<file path="config.mk">
export PLATFORM = sky130hd
export DESIGN_NAME = midi_voice_parser
export DESIGN_NICKNAME = d
export VERILOG_FILES = /design/src/rtl/midi_voice_parser.sv
export SDC_FILE = /design/constraint.sdc
export NUM_CORES = 1
export LEC_CHECK = 0
export CAP_MARGIN = 30
export CORE_MARGIN = 2
export CORE_UTILIZATION = 57
export CTS_BUF_LIST = sky130_fd_sc_hd__clkbuf_16
export DETAILED_ROUTE_END_ITERATION = 8
export GPL_TIMING_DRIVEN = 0
export MAX_ROUTING_LAYER = met4
export PLACE_DENSITY_LB_ADDON = 0.25
export SLEW_MARGIN = 20
export SYNTH_ARGS = -nofsm -noshare
export SYNTH_HDL_FRONTEND = slang
export SYNTH_SLANG_ARGS = --single-unit
</file>
<file path="constraint.sdc">
create_clock -name clk -period 2.69 [get_ports clk]
set_input_delay 0.538 -clock clk [delete_from_list [all_inputs] [get_ports clk]]
set_output_delay 0.538 -clock clk [all_outputs]
set_load 0.02 [all_outputs]
</file>
<file path="src/rtl/midi_voice_parser.sv">
// midi_voice_parser: MIDI byte stream to monophonic note/velocity/gate.
// It handles running status, ignores interleaved real-time bytes, and gives
// the last note played priority.
// Optional feature macro MIDI_PITCHBEND_EN: when defined, 0xEn messages drive
// the bend/bend_valid ports. When undefined, those ports do not exist and
// 0xEn is consumed silently.
`timescale 1ns/1ps
module midi_voice_parser #(
    parameter int CHANNEL = 0,
    parameter int OMNI    = 0
) (
    input  logic        clk,
    input  logic        reset_n,
    input  logic        wvalid,
    input  logic [7:0]  word,
    output logic        note_valid,
    output logic [6:0]  note,
    output logic [6:0]  velocity,
    output logic        gate
`ifdef MIDI_PITCHBEND_EN
    ,
    output logic [13:0] bend,
    output logic        bend_valid
`endif
);

    typedef enum logic [1:0] {IDLE, WAIT_D1, WAIT_D2} state_t;
    typedef enum logic [1:0] {K_ON, K_OFF, K_BEND}    kind_t;
    typedef struct packed {
        kind_t      kind;
        logic [6:0] d1;
        logic [6:0] d2;
    } msg_t;

    state_t     state, state_d;
    logic [3:0] stype;      // running-status message type (upper nibble)
    logic       len1;       // running status is a one-data-byte message
    logic       accept;     // running status is a supported type on our channel
    logic [6:0] d1;
    logic       take_status, clear_status, latch_d1, complete;
    logic       status_ok;
    logic [6:0] c_d1, c_d2;
    msg_t       msg_d, msg;
    logic       msg_vld;

    // Next state and byte classification
    always_comb begin
        state_d      = state;
        take_status  = 1'b0;
        clear_status = 1'b0;
        latch_d1     = 1'b0;
        complete     = 1'b0;
        if (wvalid) begin
            if (word[7:3] == 5'b11111) begin
                // real-time byte: invisible to the parser
                state_d = state;
            end else if (word[7:4] == 4'hF) begin
                state_d      = IDLE;
                clear_status = 1'b1;
            end else if (word[7]) begin
                state_d     = WAIT_D1;
                take_status = 1'b1;
            end else begin
                case (state)
                    WAIT_D1: begin
                        latch_d1 = 1'b1;
                        if (len1) complete = 1'b1;
                        else      state_d  = WAIT_D2;
                    end
                    WAIT_D2: begin
                        complete = 1'b1;
                        state_d  = WAIT_D1;
                    end
                    default: state_d = state;
                endcase
            end
        end
    end

    // Status acceptance and decode of the message completing this cycle
    always_comb begin
        status_ok = (word[7:4] == 4'h8) || (word[7:4] == 4'h9);
`ifdef MIDI_PITCHBEND_EN
        status_ok = status_ok || (word[7:4] == 4'hE);
`endif
        status_ok = status_ok && ((OMNI != 0) || (word[3:0] == 4'(CHANNEL)));

        c_d1 = len1 ? word[6:0] : d1;
        c_d2 = len1 ? 7'd0 : word[6:0];
        msg_d.d1 = c_d1;
        msg_d.d2 = c_d2;
        if (stype == 4'hE)                         msg_d.kind = K_BEND;
        else if (stype == 4'h9 && c_d2 != 7'd0)    msg_d.kind = K_ON;
        else                                       msg_d.kind = K_OFF;
    end

    // Parser state, running status and first data byte
    always_ff @(posedge clk or negedge reset_n) begin
        if (!reset_n) begin
            state  <= IDLE;
            stype  <= 4'h0;
            len1   <= 1'b0;
            accept <= 1'b0;
            d1     <= 7'd0;
        end else begin
            state <= state_d;
            if (take_status) begin
                stype  <= word[7:4];
                len1   <= (word[7:4] == 4'hC) || (word[7:4] == 4'hD);
                accept <= status_ok;
            end else if (clear_status) begin
                accept <= 1'b0;
            end
            if (latch_d1) d1 <= word[6:0];
        end
    end

    // Completed accepted message registered; outputs act on it next edge
    always_ff @(posedge clk or negedge reset_n) begin
        if (!reset_n) begin
            msg_vld <= 1'b0;
            msg     <= '0;
        end else begin
            msg_vld <= complete && accept;
            msg     <= msg_d;
        end
    end

    // Voice outputs: last-note priority, note-off only releases the held note
    always_ff @(posedge clk or negedge reset_n) begin
        if (!reset_n) begin
            note_valid <= 1'b0;
            note       <= 7'd0;
            velocity   <= 7'd0;
            gate       <= 1'b0;
`ifdef MIDI_PITCHBEND_EN
            bend       <= 14'h2000;
            bend_valid <= 1'b0;
`endif
        end else begin
            note_valid <= 1'b0;
`ifdef MIDI_PITCHBEND_EN
            bend_valid <= 1'b0;
`endif
            if (msg_vld) begin
                case (msg.kind)
                    K_ON: begin
                        note       <= msg.d1;
                        velocity   <= msg.d2;
                        gate       <= 1'b1;
                        note_valid <= 1'b1;
                    end
                    K_OFF: begin
                        if (gate && msg.d1 == note) begin
                            gate       <= 1'b0;
                            note_valid <= 1'b1;
                        end
                    end
`ifdef MIDI_PITCHBEND_EN
                    K_BEND: begin
                        bend       <= {msg.d2, msg.d1};
                        bend_valid <= 1'b1;
                    end
`endif
                    default: ;
                endcase
            end
        end
    end

endmodule

</file>
Word level (Yosys, flattened, before mapping)

Cells that the tools add are included.

Equal/unequal tests: 14
Multiplexer cells: 33
Bitwise gates (word level): 1
Reductions and logical operators: 15

Operators by type and width:

| kind                                                | count |
|---|---|
| equality test 4 bit, second input constant          | 7 |
| two-way mux 1 bit                                   | 23 |
| two-way mux 7 bit                                   | 2 |
| two-way mux 2 bit                                   | 4 |
| equality test 7 bit                                 | 1 |
| nonzero test 7 bit                                  | 1 |
| one-hot mux 1 bit (2 select lines)                  | 3 |
| equality test 5 bit, second input constant          | 1 |
| equality test 2 x 1 -> 1 bit, second input constant | 2 |
| logical AND 1 bit                                   | 4 |
| zero test 4 bit                                     | 1 |
| inequality test 4 bit, second input constant        | 1 |
| one-hot mux 2 bit (2 select lines)                  | 1 |
| AND reduction 4 bit                                 | 1 |
| nonzero test 2 bit                                  | 2 |
| nonzero test 4 bit                                  | 1 |
| AND reduction 3 bit                                 | 1 |
| equality test 2 bit, second input constant          | 1 |
| zero test 2 bit                                     | 1 |
| logical OR 1 bit                                    | 2 |
| inequality test 2 bit, second input constant        | 1 |
| AND reduction 2 bit                                 | 1 |
| NOT 1 bit                                           | 1 |

Register bits: 48
Input port bits: 11
Output and inout bits: 16
Word-level logic and storage cells: 76

Logic depth before layout (Yosys ltp)

Gate-level depths: netlist (run 1).

Depth in word-level cells: 7
Gate-level depth with buffers: 5
Gate-level depth less buffers: 5

Least setup slack after synthesis (run 1)

Ideal clock, no wire load.

Path type: input to register
From: in word[2]
To: reg msg[14] in the netlist's numbering
Library setup time: 0.077 ns
Arrival time: 1.575 ns
Data required time: 2.613 ns
Setup slack: 1.038 ns
Cell stages on the path: 3
Buffers on the path: 0
Path through: or4_4 > or4_1 > a21oi_1

RTL lines:

| item                   | line | text |
|---|---|---|
| start: declaration     | 15   | `input logic [7:0] word,` |
| end signal: assignment | 125  | `msg <= msg_d;` |
| end: declaration       | 43   | `msg_t msg_d, msg;` |

==> impl_metrics.json, run 1 <==
{
  "cts_buffer_depth": 2,
  "worst_slack_ns": 0.703,
  "startpoint_type": "primary input",
  "drt_iter0_drc": 42,
  "grt_remaining_overflow": 0,
  "cts_max_level": 2,
  "antenna_found_initial": 0,
  "crit_arrival_ns": 2.20,
  "path_max_fanout": 7,
  "grt_pass1_wl_mm": 6.34,
  "final_area_sq_um": 2450,
  "place_hpwl_mm": 2.45,
  "hold_viol": 0,
  "syn_inst": 142,
  "cts_buffers": 5,
  "clkLatencyLatePin_ns": 0.29,
  "drc": 0,
  "grt_pass1_vias": 1342,
  "finalCritPeriodShare_pct": 73.9,
  "synth_top_area_share_pct": 61.2,
  "path_cells": "clkdlybuf4s50_1 -> or4_4 -> or4_1 -> a21oi_1",
  "core_region_area_sq_um": 3310,
  "synth_area_leaders": "dfrtp_1, mux2_1, mux2_2",
  "synth-seq-area-share_pct": 61.2,
  "ios": 27,
  "slowest_stage": "or4_4",
  "rsz0062_at_grt": "no",
  "tightest_slew_ns": 0.569,
  "finClkSkew_ns": 0.00340,
  "nets": 188,
  "clk_pin_slew_ns": 0.06,
  "synth_area_sq_um": 1960,
  "ff2ff_path_depth": 3,
  "nFillCells": 214,
  "cts_root_buf": "clkbuf_16",
  "cts_hold_buffers": 0,
  "p_per_area_nw_per_um2": 817,
  "yosys_warnings": 0,
  "max_stage_delay_ns": 0.57,
  "gr-usage-all-layers_pct": 22.3,
  "async_flop_share_pct": 100,
  "finalCriticalPeriod_ns": 1.99,
  "dr.pass1.iters": 4,
  "r2r-end": "note[4]",
  "via_per_inst": 5.49,
  "die_h_um": 62.7,
  "cts_setup_buffers": 0,
  "avgRoutedWirePerCell_um": 15.8,
  "synth-edff-count": 0,
  "io_buffers": 25,
  "vias": 1218,
  "p_leak_nw": 1.14,
  "cts.sinks": 48,
  "place_congestion": 0.772,
  "status": "finished, final reports clean",
  "slew_headroom_pct": 61.9,
  "postCtsResizedCells": 0,
  "grt_start_max_net_pins": 28,
  "placed_area_sq_um": 2280,
  "drv_cap": 0,
  "hold_path.class": "primary input to async pin",
  "start_util_pct": 59.3,
  "final_core_util_pct": 73.9,
  "drive_gt1_share_pct": 15.9,
  "tritoncts": "built",
  "setup_violations": 0,
  "reg2reg_from": "msg[14]",
  "yosysTopAreaCell": "dfrtp_1",
  "synthToLayoutAreaGrowth_pct": 24.7,
  "drv_slew": 0,
  "critPathKind": "primary input to register",
  "cp_data_required_time_ns": 2.90,
  "num_rows": 21,
  "routed_wl_mm": 3.51,
  "ir_drop_v": 0.000520,
  "r2r_slack_ns": 0.96,
  "antennaDiodeCount": 0,
  "synth_cell_type_count": 36,
  "dieArea_sq_um": 3930,
  "syn_area_per_cell_sq_um": 13.8,
  "synth_seq_cells": 48,
  "die_w_um": 62.7,
  "antenna_left": 0,
  "pre_cts_ws_ns": 0.384,
  "syn_nets": 155,
  "worst_setup_path_end_kind": "register",
  "synth_flop_cell": "dfrtp_1",
  "fmax_ghz": 0.503
}
[through the flow]
step,setup TNS (ns),instances,total power [mW],hold WS (ns)
floorplan,0,142,1.21,0.242
global placement,-5.48,213,1.29,0.442
detailed placement,0,214,1.33,0.455
CTS,0,222,2.03,0.229
global route,0,222,2.12,0.252
finish,0,222,2.00,0.219
[power by group]
group          total, mW  internal (mW)  switching (mW)
Combinational      0.370          0.190           0.179
Sequential         0.952          0.866          0.0862
Clock              0.678          0.432           0.246
[routing by layer]
| layer | GRT usage, % | up-vias | routed length, um |
|---|---|---|---|
| li1 | - | 566 | - |
| met2 | 35.9 | 26 | 1810 |
| met4 | 8.89 | 0 | 63 |
| met5 | - | - | 0 |
| met1 | 26.5 | 620 | 1490 |
| met3 | 6.49 | 6 | 145 |
[synthesized netlist by cell type (3+ instances only)]
master	n
nor2b_1	8
dfrtp_1	48
inv_1	5
mux2_2	13
nand2_1	4
o21ai_0	6
a21oi_1	3
mux2_1	15
xor2_1	7
nor4_1	3
[critical path, delay by kind of cell]
kind,cells,cell delay (ns)
buffers and inverters,1,0.54
and+or+nand+nor,2,0.98
AOI/OAI and AO/OA,1,0.15
[kinds of logic after synthesis]
kind of cell,after synthesis,synth area share (%)
AOI/OAI and AO/OA,17,5.68
DFF,48,61.2
adders and majority gates,2,1.28
buffers and inverters,9,2.36
muxes,29,16.6
xor gates and xnor gates,7,3.13
and+or+nand+nor,30,9.76
[registers in the layout, summed over array words and instances, names as in the netlist]
name        flops
note_valid      1
state           2
stype           4
accept          1
msg_vld         1
velocity        7
len1            1
gate            1
d1              7
note            7
msg            16
[final cells by class]
type | count | area (sq um) | share of cell area (%)
Tap cell | 46 | 57.6 | 2.35
Clock inverter | 3 | 37.5 | 1.53
Timing Repair Buffer | 26 | 265 | 10.8
Sequential cell | 48 | 1200 | 49.1
Multi-Input combinational cell | 85 | 714 | 29.2
Inverter | 5 | 18.8 | 0.767
Buffer | 4 | 27.5 | 1.12
Clock buffer | 5 | 125 | 5.11
[worst max path at each step]
| stage | from | end | slack, ns | cells past startpoint |
|---|---|---|---|---|
| after floorplan | word[2] | msg[14] | 1.04 | 3 |
| after global placement | reset_n | state[1] | -0.12 | 1 |
| after detailed placement | word[3] | msg[14] | 0.38 | 4 |
| after CTS | word[3] | msg[14] | 0.69 | 4 |
| after global routing | word[3] | msg[14] | 0.64 | 4 |
| final | word[3] | msg[14] | 0.70 | 4 |
[cells in the final DEF, fill, tap and decap left out, types with 2 or more instances in the layout]
cell	n
clkbuf_16	5
clkdlybuf4s50_1	24
mux2_1	15
mux2_2	13
nor4_1	3
clkinv_1	2
buf_2	2
nor2_1	2
dfrtp_1	48
nand2_1	4
o22a_1	2
o21ai_0	6
nor2b_1	8
xor2_1	7
ha_1	2
inv_1	5
a21oi_1	3
nand3_1	2
Power figures use the tool's default switching activity.
==> inputs of run 2 (changes only) <==
--- a/config.mk
+++ b/config.mk
@@ -7,7 +7,7 @@
 export LEC_CHECK = 0
 export CAP_MARGIN = 30
 export CORE_MARGIN = 2
-export CORE_UTILIZATION = 57
+export CORE_UTILIZATION = 48
 export CTS_BUF_LIST = sky130_fd_sc_hd__clkbuf_16
 export DETAILED_ROUTE_END_ITERATION = 8
 export GPL_TIMING_DRIVEN = 0
==> constraint.sdc (replaced) <==
create_clock -name clk -period 1.65 [get_ports clk]
set_input_delay 0.33 -clock clk [delete_from_list [all_inputs] [get_ports clk]]
set_output_delay 0.33 -clock clk [all_outputs]
set_load 0.02 [all_outputs]
==> run 2 against run 1 <==
  * First-iteration DRC count fell by 19%
  * Die area grew 18%
  * Global-route usage shrank 4.1 points
  * Clock power grew 41%
  * Critical endpoint unchanged
  * Setup slack got worse by 0.66 ns
  * Sequential share of layout area is 0.45 points lower
  * Largest power group unchanged
  * Worst hold slack improved by 0.047 ns
  * Clock skew down 0.00079 ns
  * Core utilization shrank 12 points
  * Wire length is 2.1% lower
  * Via count down 0.16%
==> impl_metrics.json, run 2 (synthesized netlist as in run 1, its figures left out) <==
{
  "die_h_um": 67.9,
  "nFillCells": 299,
  "cts.sinks": 48,
  "drt_iter0_drc": 34,
  "p_leak_nw": 1.24,
  "max_stage_delay_ns": 0.45,
  "path_buf_inv": 1,
  "avgRoutedWirePerCell_um": 15.1,
  "dr.pass1.iters": 4,
  "io_buffers": 25,
  "regArea_sq_um": 1200,
  "status": "finished, final reports clean",
  "largest_reg_flops": 16,
  "hold_viol": 0,
  "cp_top_family": "simple AND/OR/NAND/NOR gates",
  "routed_wl_mm": 3.44,
  "grt_pass1_vias": 1294,
  "top_layer_used": "met4",
  "finalCritPeriodShare_pct": 97.4,
  "num_rows": 23,
  "drv_cap": 0,
  "antenna_found_initial": 0,
  "tns_ns": 0,
  "drc": 0,
  "slowest_stage": "clkdlybuf4s50_1",
  "path_max_fanout": 4,
  "vias": 1216,
  "cts_buffer_depth": 2,
  "antennaDiodeCount": 0,
  "via_per_inst": 5.33,
  "cts_max_level": 2,
  "cts_root_buf": "clkbuf_16",
  "dieArea_sq_um": 4610,
  "startpoint_type": "primary input",
  "p_total_mw": 3.11,
  "place_congestion": 0.756,
  "multi_input_area_sq_um": 724,
  "place_hpwl_mm": 2.51,
  "cts_buffers": 5,
  "critPathKind": "primary input to register",
  "top_register": "msg",
  "cp_data_required_time_ns": 1.86,
  "antenna_left": 0,
  "gr-usage-all-layers_pct": 18.2,
  "placed_area_sq_um": 2290,
  "setup_violations": 0,
  "mostFrequentLayoutCell": "dfrtp_1",
  "die_w_um": 67.9,
  "p_per_area_nw_per_um2": 1260,
  "core_region_area_sq_um": 3970,
  "tightest_slew_ns": 0.593,
  "drive_gt1_share_pct": 18.0,
  "worst_setup_path_end_kind": "register",
  "hold_path.class": "primary input to register",
  "start_util_pct": 49.4,
  "clkLatencyLatePin_ns": 0.28,
  "tritoncts": "built",
  "finClkSkew_ns": 0.00261,
  "final_cell_mix": "dfrtp_1, clkdlybuf4s50_1, mux2_1",
  "m1WireLength_mm": 1.46,
  "nets": 190,
  "grt_start_max_net_pins": 36,
  "crit_arrival_ns": 1.82,
  "ir_drop_v": 0.000786,
  "wl_met2_mm": 1.81,
  "final_area_sq_um": 2470,
  "drv_slew": 0,
  "synthToLayoutAreaGrowth_pct": 25.9,
  "rsz0062_at_grt": "no",
  "ios": 27,
  "clk_pin_slew_ns": 0.06,
  "finalCriticalPeriod_ns": 1.61,
  "grt_pass1_wl_mm": 5.93,
  "routed-wl-met3_um": 141,
  "slew_headroom_pct": 60.1,
  "path_cells": "clkdlybuf4s50_1 -> or4_4 -> or4_1 -> a21oi_2",
  "fmax_ghz": 0.622,
  "grt_remaining_overflow": 0
}
## run 2: cell count changes in the layout (fill, tap and decap cells not counted)
| cell | before | now |
|---|---|---|
| a21oi_1 | 3 | 2 |
| a21oi_2 | 0 | 1 |
| buf_4 | 1 | 2 |
| bufinv_16 | 1 | 0 |
| clkdlybuf4s50_1 | 24 | 16 |
| clkinv_1 | 2 | 0 |
| clkinv_2 | 0 | 2 |
| clkinv_4 | 0 | 1 |
| dlygate4sd2_1 | 0 | 3 |
| dlygate4sd3_1 | 0 | 1 |
| dlymetal6s2s_1 | 0 | 5 |
| nor3b_2 | 1 | 0 |
| nor3b_4 | 0 | 1 |
## run 2: worst paths after layout
path / from / end / slack (ns) / depth (start not counted)
worst min-delay path: word[6] / accept / 0.27 / 2
worst max-delay path: word[1] / msg[14] / 0.04 / 4
worst max register to register: state[1] / d1[2] / 0.22 / 4
worst min register to register: msg[2] / velocity[2] / 0.46 / 1
max in group asynchronous: reset_n / state[0] / 0.69 / 3
min in group asynchronous: reset_n / note[6] / 0.47 / 2
## run 2: timing repair
item / in CTS / in global routing
setup buffers: 0 / 1
setup endpoints to repair: 9 / 13
pin swaps: 0 / 1
resized for setup: 5 / 5
hold buffers: 1 / 0
hold endpoints to repair: 13 / 0
## run 2: layout make-up
| cell class | instances | area share [%] |
|---|---|---|
| buffer | 4 | 1.11 |
| clock buffer | 5 | 5.07 |
| clock inverter | 3 | 0.760 |
| inverter | 5 | 0.760 |
| multi-input combinational | 85 | 29.3 |
| sequential | 48 | 48.6 |
| tap | 50 | 2.53 |
| timing repair buffer | 28 | 11.8 |
## run 2: where the power goes
part	leakage (nW)	switching, mW	internal, mW
Sequential	0.608	0.143	1.41
Clock	0.0736	0.400	0.557
Combinational	0.560	0.287	0.311
## run 2: per-stage QoR
stage                     utilization (%)  setup slack [ns]  hold WS, ns  instances
final                                62.2            0.0427        0.267        228
after global routing                 62.2          0.000810        0.270        228
after CTS                            61.7          0.000566        0.262        227
after detailed placement             57.7            -0.463        0.249        218
after global placement               57.3            -0.937        0.443        217
after floorplan                         -             0.157       0.0344        142
## run 2: layer usage
metal / track usage (%) / up-vias
met5: - / -
met1: 20.5 / 612
met2: 30.5 / 25
li1: - / 577
met4: 6.75 / 0
met3: 5.43 / 2
==> inputs of run 3 (changes only) <==
--- a/config.mk
+++ b/config.mk
@@ -5,7 +5,6 @@
 export SDC_FILE = /design/constraint.sdc
 export NUM_CORES = 1
 export LEC_CHECK = 0
-export CAP_MARGIN = 30
 export CORE_MARGIN = 2
 export CORE_UTILIZATION = 48
 export CTS_BUF_LIST = sky130_fd_sc_hd__clkbuf_16
==> results of run 3 <==
No change in the layout: final DEF, timing and power equal those of run 2.
